`src/rtl/imm_pkg.sv`:
```
`default_nettype none
// ============================================================================
// Module      : imm_pkg
// Description : Shared opcodes, immediate format codes and the decoded
//               immediate record used by the immediate-decode stage.
// Revision    : 1.0 - initial release
// ============================================================================
package imm_pkg;

    // Base-ISA major opcodes (instr[6:0])
    localparam logic [6:0] c_opc_load     = 7'b0000011;
    localparam logic [6:0] c_opc_misc_mem = 7'b0001111;
    localparam logic [6:0] c_opc_op_imm   = 7'b0010011;
    localparam logic [6:0] c_opc_auipc    = 7'b0010111;
    localparam logic [6:0] c_opc_store    = 7'b0100011;
    localparam logic [6:0] c_opc_op       = 7'b0110011;
    localparam logic [6:0] c_opc_lui      = 7'b0110111;
    localparam logic [6:0] c_opc_branch   = 7'b1100011;
    localparam logic [6:0] c_opc_jalr     = 7'b1100111;
    localparam logic [6:0] c_opc_jal      = 7'b1101111;
    localparam logic [6:0] c_opc_system   = 7'b1110011;

    // Widest supported datapath; narrower stages keep the low bits
    localparam int c_imm_w = 64;

    typedef enum logic [2:0] {
        FMT_R    = 3'd0,
        FMT_I    = 3'd1,
        FMT_SH   = 3'd2,
        FMT_S    = 3'd3,
        FMT_B    = 3'd4,
        FMT_U    = 3'd5,
        FMT_J    = 3'd6,
        FMT_NONE = 3'd7
    } imm_fmt_e;

    typedef struct packed {
        logic [c_imm_w-1:0] imm;
        imm_fmt_e           fmt;
        logic               illegal;
    } imm_dec_t;

    // All base immediates fit in 32 bits; widen keeping the sign
    function automatic logic [c_imm_w-1:0] sext32(input logic [31:0] v);
        return {{(c_imm_w-32){v[31]}}, v};
    endfunction

endpackage
`default_nettype wire

```
`src/rtl/imm_extract.sv`:
```
`default_nettype none
// ============================================================================
// Module      : imm_extract
// Description : Combinational immediate extraction for RV32I/RV64I base
//               formats; produces immediate, format code and illegal flag.
// Revision    : 1.0 - initial release
// ============================================================================
module imm_extract
    import imm_pkg::*;
#(
    parameter int XLEN = 32
) (
    input  logic [31:0] instr,
    output imm_dec_t    dec
);

    logic [6:0] w_opcode;
    logic [2:0] w_funct3;
    logic [5:0] w_shamt;

    assign w_opcode = instr[6:0];
    assign w_funct3 = instr[14:12];
    // RV64 shifts use a 6-bit shamt; RV32 only 5 bits
    assign w_shamt  = (XLEN == 64) ? instr[25:20] : {1'b0, instr[24:20]};

    // Select the immediate layout from the major opcode
    always_comb begin
        dec.imm     = '0;
        dec.fmt     = FMT_NONE;
        dec.illegal = 1'b1;
        if (instr[1:0] == 2'b11) begin
            dec.illegal = 1'b0;
            case (w_opcode)
                c_opc_load, c_opc_jalr, c_opc_system: begin
                    dec.imm = sext32({{20{instr[31]}}, instr[31:20]});
                    dec.fmt = FMT_I;
                end
                c_opc_op_imm: begin
                    if (w_funct3 == 3'b001 || w_funct3 == 3'b101) begin
                        dec.imm = {{(c_imm_w-6){1'b0}}, w_shamt};
                        dec.fmt = FMT_SH;
                    end else begin
                        dec.imm = sext32({{20{instr[31]}}, instr[31:20]});
                        dec.fmt = FMT_I;
                    end
                end
                c_opc_store: begin
                    dec.imm = sext32({{20{instr[31]}}, instr[31:25], instr[11:7]});
                    dec.fmt = FMT_S;
                end
                c_opc_branch: begin
                    dec.imm = sext32({{19{instr[31]}}, instr[31], instr[7],
                                      instr[30:25], instr[11:8], 1'b0});
                    dec.fmt = FMT_B;
                end
                c_opc_lui, c_opc_auipc: begin
                    dec.imm = sext32({instr[31:12], 12'b0});
                    dec.fmt = FMT_U;
                end
                c_opc_jal: begin
                    dec.imm = sext32({{11{instr[31]}}, instr[31], instr[19:12],
                                      instr[20], instr[30:21], 1'b0});
                    dec.fmt = FMT_J;
                end
                c_opc_op, c_opc_misc_mem: begin
                    dec.fmt = FMT_R;
                end
                default: begin
                    dec.fmt     = FMT_NONE;
                    dec.illegal = 1'b1;
                end
            endcase
        end
    end

endmodule
`default_nettype wire

```
`src/rtl/imm_decode_stage.sv`:
```
`default_nettype none
// ============================================================================
// Module      : imm_decode_stage
// Description : Registered immediate-decode pipeline stage with a two-entry
//               skid buffer (main + skid) behind a valid/ready handshake.
// Revision    : 1.0 - initial release
// ============================================================================
module imm_decode_stage
    import imm_pkg::*;
#(
    parameter int XLEN = 32
) (
    input  logic            clk,
    input  logic            rst_n,
    input  logic            flush,
    input  logic            in_valid,
    output logic            in_ready,
    input  logic [31:0]     in_instr,
    input  logic [XLEN-1:0] in_pc,
    output logic            out_valid,
    input  logic            out_ready,
    output logic [31:0]     out_instr,
    output logic [XLEN-1:0] out_pc,
    output logic [XLEN-1:0] out_imm,
    output logic [2:0]      out_fmt,
    output logic            out_illegal
);

    imm_dec_t        w_dec;
    logic [XLEN-1:0] w_in_imm;

    imm_extract #(.XLEN(XLEN)) u_imm_extract (
        .instr (in_instr),
        .dec   (w_dec)
    );

    assign w_in_imm = w_dec.imm[XLEN-1:0];

    // Upper immediate bits only exist for the widest datapath
    if (XLEN < c_imm_w) begin : g_trunc
        logic w_unused_imm_hi;
        assign w_unused_imm_hi = ^w_dec.imm[c_imm_w-1:XLEN];
    end

    logic            r_main_valid, r_skid_valid, r_in_ready;
    logic [31:0]     r_main_instr, r_skid_instr;
    logic [XLEN-1:0] r_main_pc,    r_skid_pc;
    logic [XLEN-1:0] r_main_imm,   r_skid_imm;
    imm_fmt_e        r_main_fmt,   r_skid_fmt;
    logic            r_main_ill,   r_skid_ill;

    logic w_in_fire, w_out_fire;
    logic w_load_main_in, w_load_main_skid, w_load_skid;
    logic w_main_valid_n, w_skid_valid_n;

    assign w_in_fire  = in_valid & r_in_ready;
    assign w_out_fire = r_main_valid & out_ready;

    // Skid-buffer transitions; state is encoded by the two valid bits
    always_comb begin
        w_load_main_in   = 1'b0;
        w_load_main_skid = 1'b0;
        w_load_skid      = 1'b0;
        w_main_valid_n   = r_main_valid;
        w_skid_valid_n   = r_skid_valid;
        if (flush) begin
            w_main_valid_n = 1'b0;
            w_skid_valid_n = 1'b0;
        end else if (r_skid_valid) begin
            if (w_out_fire) begin
                w_load_main_skid = 1'b1;
                w_skid_valid_n   = 1'b0;
            end
        end else if (r_main_valid) begin
            if (w_in_fire && w_out_fire) begin
                w_load_main_in = 1'b1;
            end else if (w_in_fire) begin
                w_load_skid    = 1'b1;
                w_skid_valid_n = 1'b1;
            end else if (w_out_fire) begin
                w_main_valid_n = 1'b0;
            end
        end else if (w_in_fire) begin
            w_load_main_in = 1'b1;
            w_main_valid_n = 1'b1;
        end
    end

    // Valid bits and the registered ready, cleared immediately on reset
    always_ff @(posedge clk or negedge rst_n) begin
        if (!rst_n) begin
            r_main_valid <= 1'b0;
            r_skid_valid <= 1'b0;
            r_in_ready   <= 1'b1;
        end else begin
            r_main_valid <= w_main_valid_n;
            r_skid_valid <= w_skid_valid_n;
            r_in_ready   <= ~w_skid_valid_n;
        end
    end

    // Main register payload: loads from the input or drains the skid entry
    always_ff @(posedge clk or negedge rst_n) begin
        if (!rst_n) begin
            r_main_instr <= '0;
            r_main_pc    <= '0;
            r_main_imm   <= '0;
            r_main_fmt   <= FMT_R;
            r_main_ill   <= 1'b0;
        end else if (w_load_main_in) begin
            r_main_instr <= in_instr;
            r_main_pc    <= in_pc;
            r_main_imm   <= w_in_imm;
            r_main_fmt   <= w_dec.fmt;
            r_main_ill   <= w_dec.illegal;
        end else if (w_load_main_skid) begin
            r_main_instr <= r_skid_instr;
            r_main_pc    <= r_skid_pc;
            r_main_imm   <= r_skid_imm;
            r_main_fmt   <= r_skid_fmt;
            r_main_ill   <= r_skid_ill;
        end
    end

    // Skid register payload: captures the one extra accept after a stall
    always_ff @(posedge clk or negedge rst_n) begin
        if (!rst_n) begin
            r_skid_instr <= '0;
            r_skid_pc    <= '0;
            r_skid_imm   <= '0;
            r_skid_fmt   <= FMT_R;
            r_skid_ill   <= 1'b0;
        end else if (w_load_skid) begin
            r_skid_instr <= in_instr;
            r_skid_pc    <= in_pc;
            r_skid_imm   <= w_in_imm;
            r_skid_fmt   <= w_dec.fmt;
            r_skid_ill   <= w_dec.illegal;
        end
    end

    assign in_ready    = r_in_ready;
    assign out_valid   = r_main_valid;
    assign out_instr   = r_main_instr;
    assign out_pc      = r_main_pc;
    assign out_imm     = r_main_imm;
    assign out_fmt     = r_main_fmt;
    assign out_illegal = r_main_ill;

endmodule
`default_nettype wire

```
`config.mk`:
```
export PLATFORM = sky130hd
export DESIGN_NAME = imm_decode_stage
export DESIGN_NICKNAME = d
export VERILOG_FILES = /design/src/rtl/imm_pkg.sv /design/src/rtl/imm_extract.sv /design/src/rtl/imm_decode_stage.sv
export SDC_FILE = /design/constraint.sdc
export NUM_CORES = 1
export LEC_CHECK = 0
export BUFFER_PORTS_ARGS = -buffer_cell sky130_fd_sc_hd__buf_2
export CAP_MARGIN = 5
export CORE_ASPECT_RATIO = 0.8
export CORE_MARGIN = 5
export CORE_UTILIZATION = 50
export CTS_CLUSTER_DIAMETER = 200
export DETAILED_ROUTE_END_ITERATION = 10
export PLACE_DENSITY = 0.74
export SLEW_MARGIN = 20
export SYNTH_ARGS = -nofsm -noshare
export SYNTH_HDL_FRONTEND = slang
export SYNTH_SLANG_ARGS = --single-unit
```
`constraint.sdc`:
```
create_clock -name clk -period 2 [get_ports clk]
set_input_delay 0.4 -clock clk [delete_from_list [all_inputs] [get_ports clk]]
set_output_delay 0.4 -clock clk [all_outputs]
set_load 0.05 [all_outputs]
```
==> results by group, run 1 <==
Floorplan
  – Row cnt: 43
  – Die height: 127.7 um
  – Top Ports: 171
  – Initial Utilization: 50.40%
  – Die Footprint: 20050 sq um
  – Core Box Area: roughly 17000 sq um
  – Die W: 157.1 um

Min path
  – Hold WC Path Type: in -> reg

Placed design
  – DP HPWL: 15.98 mm
  – Pre-CTS WS: -0.02403 ns
  – Routability cong.: between 0.8 and 0.9
  – Inst Count DP: 1287
  – Port bufs: 170

Yosys
  – Post-Syn Nets: 989
  – Yosys cell types: 50
  – Ranking of synthesized cells by area: dfrtp_1, nand2_1, a22oi_1
  – Most frequent cell after synthesis: nand2_1
  – Largest family of logic cells by synthesized area: simple AND/OR/NAND/NOR gates
  – Synth warn: 0
  – Synth area leader: dfrtp_1
  – Post-Synth Adder-Cell Area: 0%
  – Asr flop ratio synth: 100.0%
  – Synth top cells by count: nand2_1, dfrtp_1, nor2_1, a22oi_1, clkbuf_1
  – Register area share after synthesis: 58.74%
  – Synth Area in Simple Gates: 21.36%
  – Mux contribution to synthesized area: 0%
  – Syn Inst Count: just over 900
  – Post-Synth XOR/XNOR Area: 0.1012%
  – Top-area cell type share of the netlist area: 58.43%
  – Post-synthesis compound-gate area fraction: approximately 16%
  – Syn_area_per_cell: 9.403 sq um
  – Post-synth EDFFs: 0
  – Mapped Area: 8651 sq um
  – Flops & latches, synth: 203
  – Synth Flop Type: dfrtp_1

Clocking
  – Post-CTS Setup Bufs: 0
  – CTS Buffer Depth: 3
  – CTS Hold Bufs: 1
  – Clock Sinks: 203
  – Clock Tree Root: clkbuf_16
  – Post-CTS sizing: 0
  – TritonCTS clock tree: built
  – CTS clk-pin slew, worst paths: 0.06 ns
  – Worst-skew pair later-pin latency: 0.49 ns
  – CTS buffer count: 21
  – CTS H-tree lvls: 1

Pwr
  – Comb pwr share: between 20% and 30%
  – Switching pwr: 4.060 mW
  – Peak VDD IR: around 700 uV
  – Sequential power share: between 40% and 50%
  – Clock network fraction of total power: ~31%
  – Internal power: 7.749 mW
  – Sw Ratio: about a third
  – Final Power: 11.81 mW
  – Static leakage: 5.384 nW
  – Pwr dens: 1114 nW/um^2

Global routing
  – First-pass GRT wire length: around 38 mm
  – Grt total ovfl: 0
  – Largest net degree at the start of global routing: 56
  – Total track usage: between 20% and 30%
  – Vias in the first global route: 7149
  – Initial antenna violation count: 0

Timing
  – RSZ-0062 raised after global routing: no
  – Fin crit period: 1.890 ns
  – Final cycle utilization of the critical path: a little over nine tenths
  – Final Hold Fails: 0
  – Layout Skew: 0.005549 ns
  – Max Freq: 529.1 MHz
  – Final setup violation count: 0
  – Hold_ws: 0.1224 ns
  – Slew at the pin with the worst max-slew slack: 0.7814 ns
  – Slew Viols, Final: 0
  – Slew headroom: 47.55%
  – Setup slack after layout: 0.1100 ns

Detailed routing
  – Final WL: 23.57 mm
  – DR WL/cell: 17.79 um
  – Via-per-instance ratio: 5.692
  – Initial DRC Count: between 600 and 700
  – Via count: 7542
  – DRC Markers: 0
  – DR pass1 iterations: 5
  – Antenna-violating nets left: 0

Critical path
  – CP Class: reg -> reg
  – CP Launch Type: flop
  – Critical Path RT: 2.34 ns
  – Type of destination of the critical path: flop
  – Crit-path max FO: 49
  – Worst EP arrival: 2.23 ns

Finish
  – ANT cells: 0
  – Fin cells: 1325
  – Fill cells: 1471
  – Share of layout cells above drive strength 1: 23.73%
  – Layout Area Growth over Synthesis: 22.49%
  – Layout Nets: 1155

Run
  – Max cap viols: 0

Run status
  – Status: complete, no violations
-- through the flow --
| step | TNS [ns] | utilization [%] | instance area (sq um) |
|---|---|---|---|
| after global routing | 0 | 61.74 | 10600 |
| after global placement | 0 | 57.89 | 9936 |
| after CTS | 0 | 61.74 | 10600 |
| final | 0 | 61.74 | 10600 |
| after detailed placement | -0.1171 | 57.89 | 9936 |
| after floorplan | 0 | - | 8652 |
-- critical path: stages, from the launching register on --
cell,delay (ns)
dfstp_2,0.56
nand3_1,0.11
or4_4,0.61
buf_12,0.26
nand2_1,0.10
o211ai_1,0.08
-- logic make-up (layout without fill, tap and decap cells) --
kind of cell	Yosys count	in the layout
simple gates	445	445
flops	203	203
compound gates	190	190
buf+inv	81	261
xor+xnor	1	1
-- path summary, 6_finish.rpt --
| path | from | endpoint | slack (ns) | cells after the start |
|---|---|---|---|---|
| min in group asynchronous | rst_n | r_skid_instr[27] | 0.33 | 2 |
| min | in_pc[7] | r_skid_pc[7] | 0.12 | 3 |
| min reg2reg | out_pc[22] | out_pc[22] | 0.47 | 2 |
| max reg2reg | in_ready | r_skid_imm[14] | 0.11 | 5 |
| max in group asynchronous | rst_n | out_instr[1] | 0.94 | 3 |
| max | in_ready | r_skid_imm[14] | 0.11 | 5 |
-- state kept, by name (all words and copies together) (netlist names) --
| signal | flops |
|---|---|
| out_illegal | 1 |
| r_skid_imm | 32 |
| out_instr | 32 |
| out_valid | 1 |
| out_pc | 32 |
| r_skid_valid | 1 |
| out_fmt | 3 |
| r_skid_fmt | 3 |
| r_skid_ill | 1 |
| r_skid_instr | 32 |
| out_imm | 32 |
| r_skid_pc | 32 |
| in_ready | 1 |
-- layer usage --
metal	part of all wire [%]	track usage [%]	vias to the layer above
met5	0	0	-
met4	1.8	5.210	0
met3	8.8	4.320	33
met2	44	34.23	335
met1	46	35.93	3668
li1	-	-	3506
-- power by group through the flow --
stage                     combinational (mW)  clock (mW)  sequential, mW
final                                   2.80        3.69            5.32
after global routing                    3.03        3.94            5.41
after CTS                               2.82        3.75            5.32
after detailed placement                2.82           0            5.38
after global placement                  2.76           0            5.36
after floorplan                        0.836           0            6.45
-- cell type report --
type                       count  area (sq um)  area share, %
timing repair buffer         209          1267          11.96
clock inverter                 7         41.29         0.3897
multi-input combinational    636          3258          30.75
inverter                      15         56.30         0.5314
clock buffer                  30         609.3          5.750
tap                          225         281.5          2.657
sequential                   203          5082          47.96
-- layout by cell type, fill, tap and decap left out, drive strengths merged, types with 4 or more instances in the layout --
| cell | n |
|---|---|
| dfrtp | 202 |
| a221o | 17 |
| o21ai | 29 |
| nor2 | 69 |
| nor3 | 5 |
| nand2 | 320 |
| buf | 207 |
| o2111ai | 5 |
| a31oi | 20 |
| clkbuf | 31 |
| nor4 | 4 |
| clkinv | 6 |
| o22ai | 19 |
| a21oi | 10 |
| inv | 15 |
| nand3 | 16 |
| a32oi | 15 |
| a22oi | 43 |
| nand2b | 4 |
| o211ai | 23 |
| and3 | 5 |
Power figures use the tool's default switching activity.
==> run 2, diff against run 1 <==
Settings changed: CORE_UTILIZATION 50 to 55, PLACE_DENSITY 0.74 to 0.81.
==> results by group, run 2 (synthesized netlist as in run 1, its figures left out) <==
Timing
  – Layout Skew: 0.01379 ns
  – Max Freq: about 530 MHz
  – Fin crit period: 1.888 ns
  – Slew headroom: between 50% and 60%
  – Setup slack after layout: roughly 0.11 ns
  – Slew at the pin with the worst max-slew slack: between 0.7 and 0.8 ns
  – Final cycle utilization of the critical path: between 90% and 100%
  – Final Hold Fails: 0
  – Hold_ws: 0.1153 ns
  – Slew Viols, Final: 0
  – RSZ-0062 raised after global routing: no
  – Fin Setup TNS: 0 ns
  – Final setup violation count: 0

Critical path
  – FF-to-FF Start: in_ready
  – Worst R2R Setup Slack: 0.11 ns
  – Slowest stage delay, CP: between 0.5 and 0.6 ns
  – Worst path slowest cell: dfstp_2
  – Crit path max-delay family: simple AND/OR/NAND/NOR gates
  – CP Launch Point: in_ready
  – Worst EP arrival: 2.29 ns
  – Critical Path RT: 2.40 ns
  – CP Launch Type: flop
  – Reg-to-reg endpoint: out_imm[12]
  – Worst reg2reg path depth: 4
  – Buf/Inv on CP: 0
  – CP dominant cell by count: o211ai_1
  – Crit-path cells: and4bb_2 -> and2_2 -> o211ai_1 -> o211ai_1
  – CP Class: reg -> reg
  – Crit-path max FO: 10
  – Type of destination of the critical path: flop

Run
  – Max cap viols: 0

Pwr
  – Sequential power share: 43.7%
  – Final Power: 12.16 mW
  – Internal power: 8.118 mW
  – Switching pwr: 4.043 mW
  – Pwr dens: 1143 nW/um^2
  – Comb pwr share: 23.1%
  – Clock network fraction of total power: 33.2%
  – Peak VDD IR: 788.6 uV
  – Sw Ratio: 33.25%
  – Static leakage: between 5 and 6 nW

Finish
  – Fill cells: 1236
  – Commonest cells after routing, fill and taps aside: nand2_1, dfrtp_1, buf_2
  – ANT cells: 0
  – Layout Nets: 1153
  – Commonest non-fill, non-tap cell in the layout: nand2_1
  – Final instance area: 10640 sq um
  – Layout Area Growth over Synthesis: 23.01%
  – Share of layout cells above drive strength 1: 23.52%

Min path
  – Worst Hold Depth: 3
  – Worst Hold Path EP: r_skid_pc[24]
  – Hold WC Path Type: in -> reg
  – Hold Crit Start: in_pc[24]

Detailed routing
  – DRC Markers: 0
  – DR WL/cell: about 18 um
  – Initial DRC Count: between 600 and 700
  – Antenna-violating nets left: 0
  – DR pass1 iterations: 5
  – Via-per-instance ratio: 5.707
  – Via count: 7488
  – Final WL: 23.27 mm

Run status
  – Status: complete, no violations

Clocking
  – TritonCTS clock tree: built
  – CTS Buffer Depth: 3
  – Clock Sinks: 203
  – Clock Tree Root: clkbuf_16
  – Worst-skew pair later-pin latency: roughly 0.49 ns
  – Post-CTS Setup Bufs: 0
  – CTS H-tree lvls: 1
  – CTS clk-pin slew, worst paths: 0.07 ns
  – CTS buffer count: 20

Floorplan
  – Initial Utilization: 55.47%
  – Die Footprint: approximately 18000 sq um
  – Die height: approximately 120 um
  – Die W: 150.2 um
  – Core Box Area: 15600 sq um
  – Top Ports: 171
  – Row cnt: 41

Global routing
  – Largest net degree at the start of global routing: 68
  – Vias in the first global route: 7129
  – Initial antenna violation count: 0
  – Grt total ovfl: 0
  – First-pass GRT wire length: 37.42 mm
  – Total track usage: 25.23%

Placed design
  – Placed cell areas: 9916 sq um
  – Port bufs: between 150 and 200
  – Routability cong.: 0.8936
  – DP HPWL: 15.49 mm
  – Pre-CTS WS: -0.08270 ns
run 2: cell types whose count changed in the layout (fill, tap and decap cells not counted):
cell / previous run / this run
bufinv_16: 0 / 3
buf_4: 29 / 27
clkinv_2: 5 / 1
clkinv_4: 1 / 0
buf_6: 0 / 1
run 2: area by class of cell:
type	instances	area, sq um	area share, %
Multi-Input combinational cell	636	3258	30.62
Clock inverter	5	102.6	0.9641
Timing Repair Buffer	208	1264	11.88
Inverter	15	56.30	0.5291
Sequential cell	203	5082	47.76
Clock buffer	30	609.3	5.726
Tap cell	215	269.0	2.528
run 2: power groups by stage:
| stage | combinational (mW) | sequential (mW) | clock [mW] |
|---|---|---|---|
| 2_1_floorplan | 0.836 | 6.45 | 0 |
| 3_3_place_gp | 2.76 | 5.34 | 0 |
| 3_5_place_dp | 2.81 | 5.37 | 0 |
| 4_1_cts | 2.83 | 5.31 | 4.09 |
| 5_1_grt | 3.05 | 5.40 | 4.27 |
| 6_report | 2.80 | 5.31 | 4.04 |
run 2: how the worst max path moves through the flow:
stage | endpoint | slack, ns | cells past startpoint
3_5_place_dp | out_imm[12] | -0.08 | 5
5_1_grt | out_imm[12] | 0.02 | 4
3_3_place_gp | out_imm[18] | 0.04 | 5
2_1_floorplan | r_skid_imm[23] | 0.009 | 5
4_1_cts | r_skid_imm[0] | 0.1 | 5
6_report | out_imm[12] | 0.11 | 4
run 2: worst min-delay path: cells and delay by family:
family,cells,cell delay (ns)
buf+inv,1,0.09
simple gates,2,0.08
run 2: repair_timing:
item	4_1_cts	5_1_grt
gates resized for setup	0	1
hold buffers	1	0
endpoints found under the hold margin	46	0
setup endpoints to repair	0	1
run 2: through the flow:
stage / std cells / util, %
floorplan: 920 / -
global placement: 1276 / 63.58
detailed placement: 1276 / 63.58
CTS: 1312 / 68.21
global route: 1312 / 68.24
finish: 1312 / 68.24
run 2: metal layers:
metal	vias up	wire length, um	part of all wire [%]	GRT usage, %
met5	-	0	0	0
met4	0	344	1.5	4.400
met1	3615	10200	44	38.09
li1	3497	-	-	-
met3	29	2229	9.6	5.058
met2	347	10500	45	38.73
